$ cat src/rtl/keypad_scanner.sv
// 4x4 active-low matrix keypad scanner with debounce and a 4-key history word.
// Optional auto-repeat while a key is held is enabled by defining KEYPAD_AUTOREPEAT_EN.
module keypad_scanner #(
  parameter int SCAN_DIV     = 16,
  parameter int DEBOUNCE_CNT = 4,
  parameter int REPEAT_TICKS = 64
) (
  input  logic        clk,
  input  logic        rst,
  input  logic [3:0]  rows,
  output logic [3:0]  cols,
  output logic [3:0]  key_code,
  output logic        key_valid,
  output logic        key_held,
  output logic [15:0] data
);

  localparam logic [1:0] SCAN     = 2'd0;
  localparam logic [1:0] DEBOUNCE = 2'd1;
  localparam logic [1:0] HELD     = 2'd2;
  localparam logic [1:0] RELEASE  = 2'd3;

  localparam int              PW        = (SCAN_DIV > 1) ? $clog2(SCAN_DIV) : 1;
  localparam logic [PW-1:0]   PRE_MAX   = PW'(SCAN_DIV - 1);
  localparam logic [3:0]      DB_TARGET = 4'(DEBOUNCE_CNT);

  logic [3:0]    rs_meta_reg, rs_reg;
  logic [PW-1:0] pre_reg;
  logic [3:0]    cols_reg;
  logic [1:0]    state_reg;
  logic [3:0]    cnt_reg;
  logic [3:0]    cand_reg;
  logic [3:0]    key_code_reg;
  logic          key_valid_reg;
  logic          key_held_reg;
  logic [15:0]   data_reg;

  logic          tick;
  logic          press;
  logic [1:0]    row_idx;
  logic [1:0]    col_idx;
  logic [3:0]    cnt_inc;
  logic          cnt_done;
  logic          accept;
  logic          repeat_fire;
  logic          fire;
  logic [3:0]    emit_code;
  logic [3:0]    cols_rot;

  assign tick     = (pre_reg == PRE_MAX);
  assign press    = ~&rs_reg;
  assign cnt_inc  = cnt_reg + 4'd1;
  assign cnt_done = (cnt_inc == DB_TARGET);
  assign cols_rot = {cols_reg[2:0], cols_reg[3]};

  always_comb begin
    col_idx = 2'd0;
    case (cols_reg)
      4'b1101: col_idx = 2'd1;
      4'b1011: col_idx = 2'd2;
      4'b0111: col_idx = 2'd3;
      default: col_idx = 2'd0;
    endcase
  end

  // Lowest-numbered active row wins when several rows are low.
  always_comb begin
    row_idx = 2'd0;
    if (!rs_reg[0])      row_idx = 2'd0;
    else if (!rs_reg[1]) row_idx = 2'd1;
    else if (!rs_reg[2]) row_idx = 2'd2;
    else if (!rs_reg[3]) row_idx = 2'd3;
  end

  always_comb begin
    accept = 1'b0;
    if (tick && press) begin
      if (state_reg == SCAN && DB_TARGET == 4'd1)
        accept = 1'b1;
      else if (state_reg == DEBOUNCE && row_idx == cand_reg[3:2] && cnt_done)
        accept = 1'b1;
    end
  end

  assign emit_code = (state_reg == SCAN) ? {row_idx, col_idx} : cand_reg;
  assign fire      = accept | repeat_fire;

`ifdef KEYPAD_AUTOREPEAT_EN
  localparam int            RW         = $clog2(REPEAT_TICKS + 1);
  localparam logic [RW-1:0] REP_TARGET = RW'(REPEAT_TICKS);

  logic [RW-1:0] rep_reg;
  logic [RW-1:0] rep_inc;

  assign rep_inc     = rep_reg + RW'(1);
  assign repeat_fire = tick && press && (state_reg == HELD) && (rep_inc == REP_TARGET);

  always_ff @(posedge clk) begin
    if (rst)
      rep_reg <= '0;
    else if (accept || (tick && press && state_reg == RELEASE))
      rep_reg <= '0;
    else if (tick && press && state_reg == HELD)
      rep_reg <= repeat_fire ? '0 : rep_inc;
  end
`else
  assign repeat_fire = 1'b0;
`endif

  always_ff @(posedge clk) begin
    if (rst) begin
      rs_meta_reg   <= 4'hF;
      rs_reg        <= 4'hF;
      pre_reg       <= '0;
      cols_reg      <= 4'b1110;
      state_reg     <= SCAN;
      cnt_reg       <= 4'd0;
      cand_reg      <= 4'd0;
      key_code_reg  <= 4'd0;
      key_valid_reg <= 1'b0;
      key_held_reg  <= 1'b0;
      data_reg      <= 16'h0000;
    end else begin
      rs_meta_reg   <= rows;
      rs_reg        <= rs_meta_reg;
      pre_reg       <= tick ? '0 : pre_reg + PW'(1);
      key_valid_reg <= 1'b0;
      if (fire) begin
        key_valid_reg <= 1'b1;
        key_code_reg  <= emit_code;
        data_reg      <= {data_reg[11:0], emit_code};
      end
      if (tick) begin
        case (state_reg)
          SCAN: begin
            if (!press) begin
              cols_reg <= cols_rot;
            end else begin
              cand_reg <= {row_idx, col_idx};
              if (DB_TARGET == 4'd1) begin
                key_held_reg <= 1'b1;
                state_reg    <= HELD;
              end else begin
                cnt_reg   <= 4'd1;
                state_reg <= DEBOUNCE;
              end
            end
          end
          DEBOUNCE: begin
            if (press && row_idx == cand_reg[3:2]) begin
              if (cnt_done) begin
                cnt_reg      <= 4'd0;
                key_held_reg <= 1'b1;
                state_reg    <= HELD;
              end else begin
                cnt_reg <= cnt_inc;
              end
            end else begin
              cnt_reg   <= 4'd0;
              cols_reg  <= cols_rot;
              state_reg <= SCAN;
            end
          end
          HELD: begin
            // Only the frozen column is visible, so any low row means "still down".
            if (!press) begin
              if (DB_TARGET == 4'd1) begin
                key_held_reg <= 1'b0;
                cols_reg     <= cols_rot;
                state_reg    <= SCAN;
              end else begin
                cnt_reg   <= 4'd1;
                state_reg <= RELEASE;
              end
            end
          end
          RELEASE: begin
            if (press) begin
              cnt_reg   <= 4'd0;
              state_reg <= HELD;
            end else if (cnt_done) begin
              cnt_reg      <= 4'd0;
              key_held_reg <= 1'b0;
              cols_reg     <= cols_rot;
              state_reg    <= SCAN;
            end else begin
              cnt_reg <= cnt_inc;
            end
          end
          default: state_reg <= SCAN;
        endcase
      end
    end
  end

  assign cols      = cols_reg;
  assign key_code  = key_code_reg;
  assign key_valid = key_valid_reg;
  assign key_held  = key_held_reg;
  assign data      = data_reg;

endmodule
$ cat config.mk
export PLATFORM = sky130hd
export DESIGN_NAME = keypad_scanner
export DESIGN_NICKNAME = d
export VERILOG_FILES = /design/src/rtl/keypad_scanner.sv
export SDC_FILE = /design/constraint.sdc
export NUM_CORES = 1
export LEC_CHECK = 0
export CORE_UTILIZATION = 45
export CTS_CLUSTER_DIAMETER = 80
export CTS_CLUSTER_SIZE = 10
export DETAILED_ROUTE_END_ITERATION = 10
export PLACE_DENSITY = 0.78
export SYNTH_ARGS = -nofsm -noshare
export SYNTH_HDL_FRONTEND = slang
export SYNTH_SLANG_ARGS = --single-unit
$ cat constraint.sdc
create_clock -name clk -period 2.8 [get_ports clk]
set_input_delay 0.28 -clock clk [delete_from_list [all_inputs] [get_ports clk]]
set_output_delay 0.28 -clock clk [all_outputs]
set_load 0.01 [all_outputs]
==> results of run 1 <==
## layer usage
metal / share of wire / wire, um / up-vias
met1: 0.51 / 1910 / 741
li1: - / - / 800
met3: 0.038 / 142 / 2
met5: 0 / 0 / -
met4: 0.0054 / 20 / 0
met2: 0.44 / 1660 / 34
## logic make-up (layout without fill, tap and decap cells)
| group | Yosys count | count (layout) | synth area share |
|---|---|---|---|
| flip-flops | 44 | 44 | 0.434 |
| XOR/XNOR | 4 | 4 | 0.0173 |
| buffers and inverters | 16 | 43 | 0.0425 |
| AO/OA/AOI/OAI | 38 | 38 | 0.134 |
| multiplexers | 21 | 21 | 0.104 |
| adder cells (fa/ha/maj) | 3 | 3 | 0.0185 |
| AND/OR/NAND/NOR | 84 | 84 | 0.250 |
## layout by cell type (no fill, tap or decap), types with 4 or more instances in the layout
cell,count
nand3_1,4
clkdlybuf4s50_1,31
nand4_1,6
or2_2,11
dfxtp_1,44
nand2b_1,21
a21oi_1,15
nand2_1,11
nor2_1,12
mux2i_1,21
clkbuf_8,5
## synth_stat cells (3+ instances only)
master / n / area (sq um)
o21ai_0: 3 / 15.0
nor3b_1: 3 / 22.5
or2_2: 11 / 68.8
nand3_1: 4 / 20.0
a21oi_1: 15 / 75.1
buf_4: 5 / 37.5
dfxtp_1: 44 / 881
nand4_1: 6 / 37.5
nor2_1: 12 / 45.0
nand2b_1: 21 / 131
clkbuf_1: 8 / 30.0
mux2i_1: 21 / 210
a32oi_1: 3 / 26.3
ha_1: 3 / 37.5
nor3_1: 3 / 15.0
nand2_1: 11 / 41.3
## stage by stage
stage	util	worst slack (ns)	cell area, sq um
6_report	0.564	0.517	2460
3_5_place_dp	0.538	0.547	2340
2_1_floorplan	-	0.784	2030
4_1_cts	0.564	0.520	2460
3_3_place_gp	0.538	0.608	2340
5_1_grt	0.564	0.351	2460
## layout make-up
| type | instances | area, sq um |
|---|---|---|
| fillers | 382 | 1900 |
| clock buffers | 5 | 68.8 |
| well taps | 52 | 65.1 |
| flip-flops and latches | 44 | 881 |
| clock inverters | 3 | 46.3 |
| inverters | 2 | 7.51 |
| multi-input cells | 150 | 1060 |
| repair buffers | 33 | 325 |
## worst max-delay path, stage by stage, from the launching register on
cell and delay (ns):
dfxtp_1 0.50, ha_1 0.26, nand3b_1 0.15, o31ai_4 0.22, nand3_2 0.15, or4_1 0.68, mux2i_1 0.18
## where the power goes
group	internal (mW)	switching, mW	leakage [nW]
sequential	0.634	0.00766	0.357
combinational	0.0264	0.0258	0.472
clock	0.269	0.223	0.0548
total	0.929	0.257	0.884
## worst max path at each step
stage                from        to  slack (ns)  cells after the start
2_1_floorplan  cnt_reg[0]  data[10]        0.78                      7
3_5_place_dp   cnt_reg[0]   data[8]        0.55                      6
4_1_cts        cnt_reg[0]   data[8]        0.52                      6
5_1_grt        cnt_reg[0]   data[8]        0.35                      6
3_3_place_gp   cnt_reg[0]   data[9]        0.61                      6
6_report       cnt_reg[0]   data[8]        0.52                      6
==> impl_metrics.ini, run 1 <==
[status]
status = finished clean

[timing]
maxClockFrequency_mhz = 438
clock_skew_ns = 0.00618
whs_ns = 0.414
slew_headroom = 0.671
slew_viol_final = 0
hold_viol = 0
worstMarginPinSlew_ns = 0.493
post-route-min-period_ns = 2.28
rsz0062_at_grt = no
finalSetupViolCount = 0
finalCritPeriodShare = 0.815
fin_setup_tns_ns = 0

[hold_path]
holdPathStages = 1
min-delay-start = rs_meta_reg[0]
min_to = rs_reg[0]
hold_class = flop to flop

[power]
finalPower_mw = 1.19
power.leakage_nw = 0.884
powerDensity_nw_per_um2 = 483
vdd_drop_max_v = 0.000427

[yosys]
synth_enable_flop_cells = 0
yosys_most_used_dff = dfxtp_1
syn-instance-count = 210
syn_area_sq_um = 2030
yosys.cell_types.count = 46
ys_warn_count = 0
synthesis.nets = 219
yosysSeqAreaShare = 0.434
ys_seq_elements = 44
async_reset_ff_frac = 0
postSynthAreaPerCell_sq_um = 9.67

[place]
gp_congestion = 0.800
dp_hpwl_um = 2580
port_buffers = 31
place_inst = 281

[drt]
post_drt_wl_per_cell_um = 12.9
firstDrtPassIters = 5
ant_nets = 0
drt-total-wl_um = 3730
via_count = 1577
drc_errors = 0
via_per_inst = 5.46
drt_iter0_markers = 69

[setup_path]
ff2ff_path_depth = 6
critPathRequiredTime_ns = 2.97
end_kind = flop
r2r-start = cnt_reg[0]
critical_path_class = flop to flop
crit_fanout = 9
rr_endpoint = data[8]
critPathLaunchType = flop
cp.arrival_ns = 2.46
r2r_setup_slack_ns = 0.52

[clock_network]
ctsResizeCount = 0
cts_setup_buffers = 0
clock-sinks = 44
h-tree-depth = 2
cts_tree = yes
cts_root_buf = clkbuf_8
clk_pin_slew_ns = 0.09
cts_buffers = 5
worstSkewPairLatency_ns = 0.30
holdBufCountCts = 0
cts_buffer_depth = 2

[cells_and_area]
largest_register_ffs = 13
drive_above_1_share = 0.110
syn2layout_area_growth_pct = 21.0
finalNonFillerCells = 289
finalNetCount = 245
antenna_cells = 0

[floorplanning]
pin_count = 32
initial_utilization = 0.466
core_area_sq_um = 4350
rows = 24
die_h_um = 69.2
die_area_sq_um = 4790
die_x_um = 69.2

[global_routing]
use_met2 = 0.262
grt_usage = 0.163
grt_max_degree = 53
busiest_layer = met2
antenna_found_initial = 0
grt_pass1_vias = 1430
use_met3 = 0.0436
overflow = 0
grt_pass1_wl_um = 6460
use_met1 = 0.217

[job]
max-cap-violations = 0
Power figures use the tool's default switching activity.
==> run 2: changes to the inputs <==
==> constraint.sdc (replaced) <==
create_clock -name clk -period 2.2 [get_ports clk]
set_input_delay 0.22 -clock clk [delete_from_list [all_inputs] [get_ports clk]]
set_output_delay 0.22 -clock clk [all_outputs]
set_load 0.01 [all_outputs]
==> impl_metrics.ini, run 2 (synthesized netlist as in run 1, its figures left out) <==
[floorplanning]
pin_count = 32
core_area_sq_um = 4350
die_x_um = 69.2
rows = 24
initial_utilization = 0.466
die_h_um = 69.2
die_area_sq_um = 4790

[setup_path]
critical_path_class = flop to flop
cp.arrival_ns = 2.27
critPathRequiredTime_ns = 2.43
end_kind = flop
crit_fanout = 12
critPathLaunchType = flop

[drt]
firstDrtPassIters = 4
post_drt_wl_per_cell_um = 12.8
drc_errors = 0
via_count = 1572
drt-total-wl_um = 3750
ant_nets = 0
drt_iter0_markers = 104
via_per_inst = 5.35

[clock_network]
cts_root_buf = clkbuf_8
holdBufCountCts = 0
clock-sinks = 44
clk_pin_slew_ns = 0.08
cts_buffer_depth = 2
cts_setup_buffers = 0
h-tree-depth = 2
worstSkewPairLatency_ns = 0.30
cts_tree = yes
ctsResizeCount = 1
cts_buffers = 5

[global_routing]
overflow = 0
use_met2 = 0.242
grt_usage = 0.166
grt_max_degree = 53
grt_pass1_wl_um = 6360
busiest_layer = met2
antenna_found_initial = 0
use_met1 = 0.227
use_met3 = 0.0523
grt_pass1_vias = 1390

[cells_and_area]
finalNetCount = 250
antenna_cells = 0
n_fill_cell = 382
layout.cells.most_common = dfxtp_1
mostFrequentLayoutCells = 43 x dfxtp_1, 31 x clkdlybuf4s50_1, 21 x nand2b_1, 21 x mux2i_1, 15 x a21oi_1
syn2layout_area_growth_pct = 24.6
drive_above_1_share = 0.136
multi_input_area_sq_um = 1070
largest_register_ffs = 13
stdcell_area_sq_um = 2530
regArea_sq_um = 882

[place]
place_area_sq_um = 2400
place_ws_ns = 0.0137
port_buffers = 31
gp_congestion = 0.857
dp_hpwl_um = 2620

[timing]
clock_skew_ns = 0.00280
whs_ns = 0.413
post-route-min-period_ns = 2.04
slew_headroom = 0.651
worstMarginPinSlew_ns = 0.523
finalSetupViolCount = 0
hold_viol = 0
slew_viol_final = 0
rsz0062_at_grt = no
finalCritPeriodShare = 0.927
timing.final.ws_setup_ns = 0.160
fin_setup_tns_ns = 0
maxClockFrequency_mhz = 490

[job]
max-cap-violations = 0

[hold_path]
hold_class = flop to flop

[power]
powerDensity_nw_per_um2 = 606
power.leakage_nw = 0.925
finalPower_mw = 1.53
vdd_drop_max_v = 0.000419

[status]
status = finished clean
## run 2: cell types whose count changed in the layout (fill, tap and decap cells not counted), sizes merged
cell / delta
buf: +5
clkinv: +1
inv: -1
clkinvlp: -1
clkbuf: +1
## run 2: routing by layer
| layer | part of all wire | vias up |
|---|---|---|
| met4 | 0.015 | 0 |
| met5 | 0 | - |
| met3 | 0.046 | 4 |
| met1 | 0.50 | 723 |
| met2 | 0.44 | 42 |
| li1 | - | 803 |
## run 2: where the power goes
group	switching (mW)	total, mW	internal [mW]
sequential	0.00980	0.817	0.807
combinational	0.0340	0.0709	0.0369
clock	0.275	0.646	0.371
## run 2: metrics by stage
stage,std cells,util
after floorplan,210,-
after global placement,286,0.552
after detailed placement,286,0.552
after CTS,294,0.581
after global routing,294,0.581
final,294,0.581
## run 2: worst max-delay path, cell delays in order, from the launching register on
cell,delay [ns]
dfxtp_2,0.36
ha_1,0.23
nand3b_1,0.23
o31ai_4,0.22
nand3_2,0.11
buf_4,0.16
nor4_4,0.26
buf_12,0.19
mux2i_1,0.20
## run 2: worst paths after layout
path / startpoint / endpoint / slack [ns] / cells past startpoint
setup reg to reg: cnt_reg[1] / key_code[0] / 0.16 / 8
hold / removal: rs_meta_reg[1] / rs_reg[1] / 0.41 / 1
setup / recovery: cnt_reg[1] / key_code[0] / 0.16 / 8
hold reg to reg: rs_meta_reg[1] / rs_reg[1] / 0.41 / 1
## run 2: layout make-up
class                           count  share of cell area
Sequential cell                    44               0.348
Tap cell                           52              0.0257
Inverter                            2             0.00297
Clock buffer                        6              0.0326
Multi-Input combinational cell    150               0.422
Clock inverter                      2              0.0153
Timing Repair Buffer               38               0.153
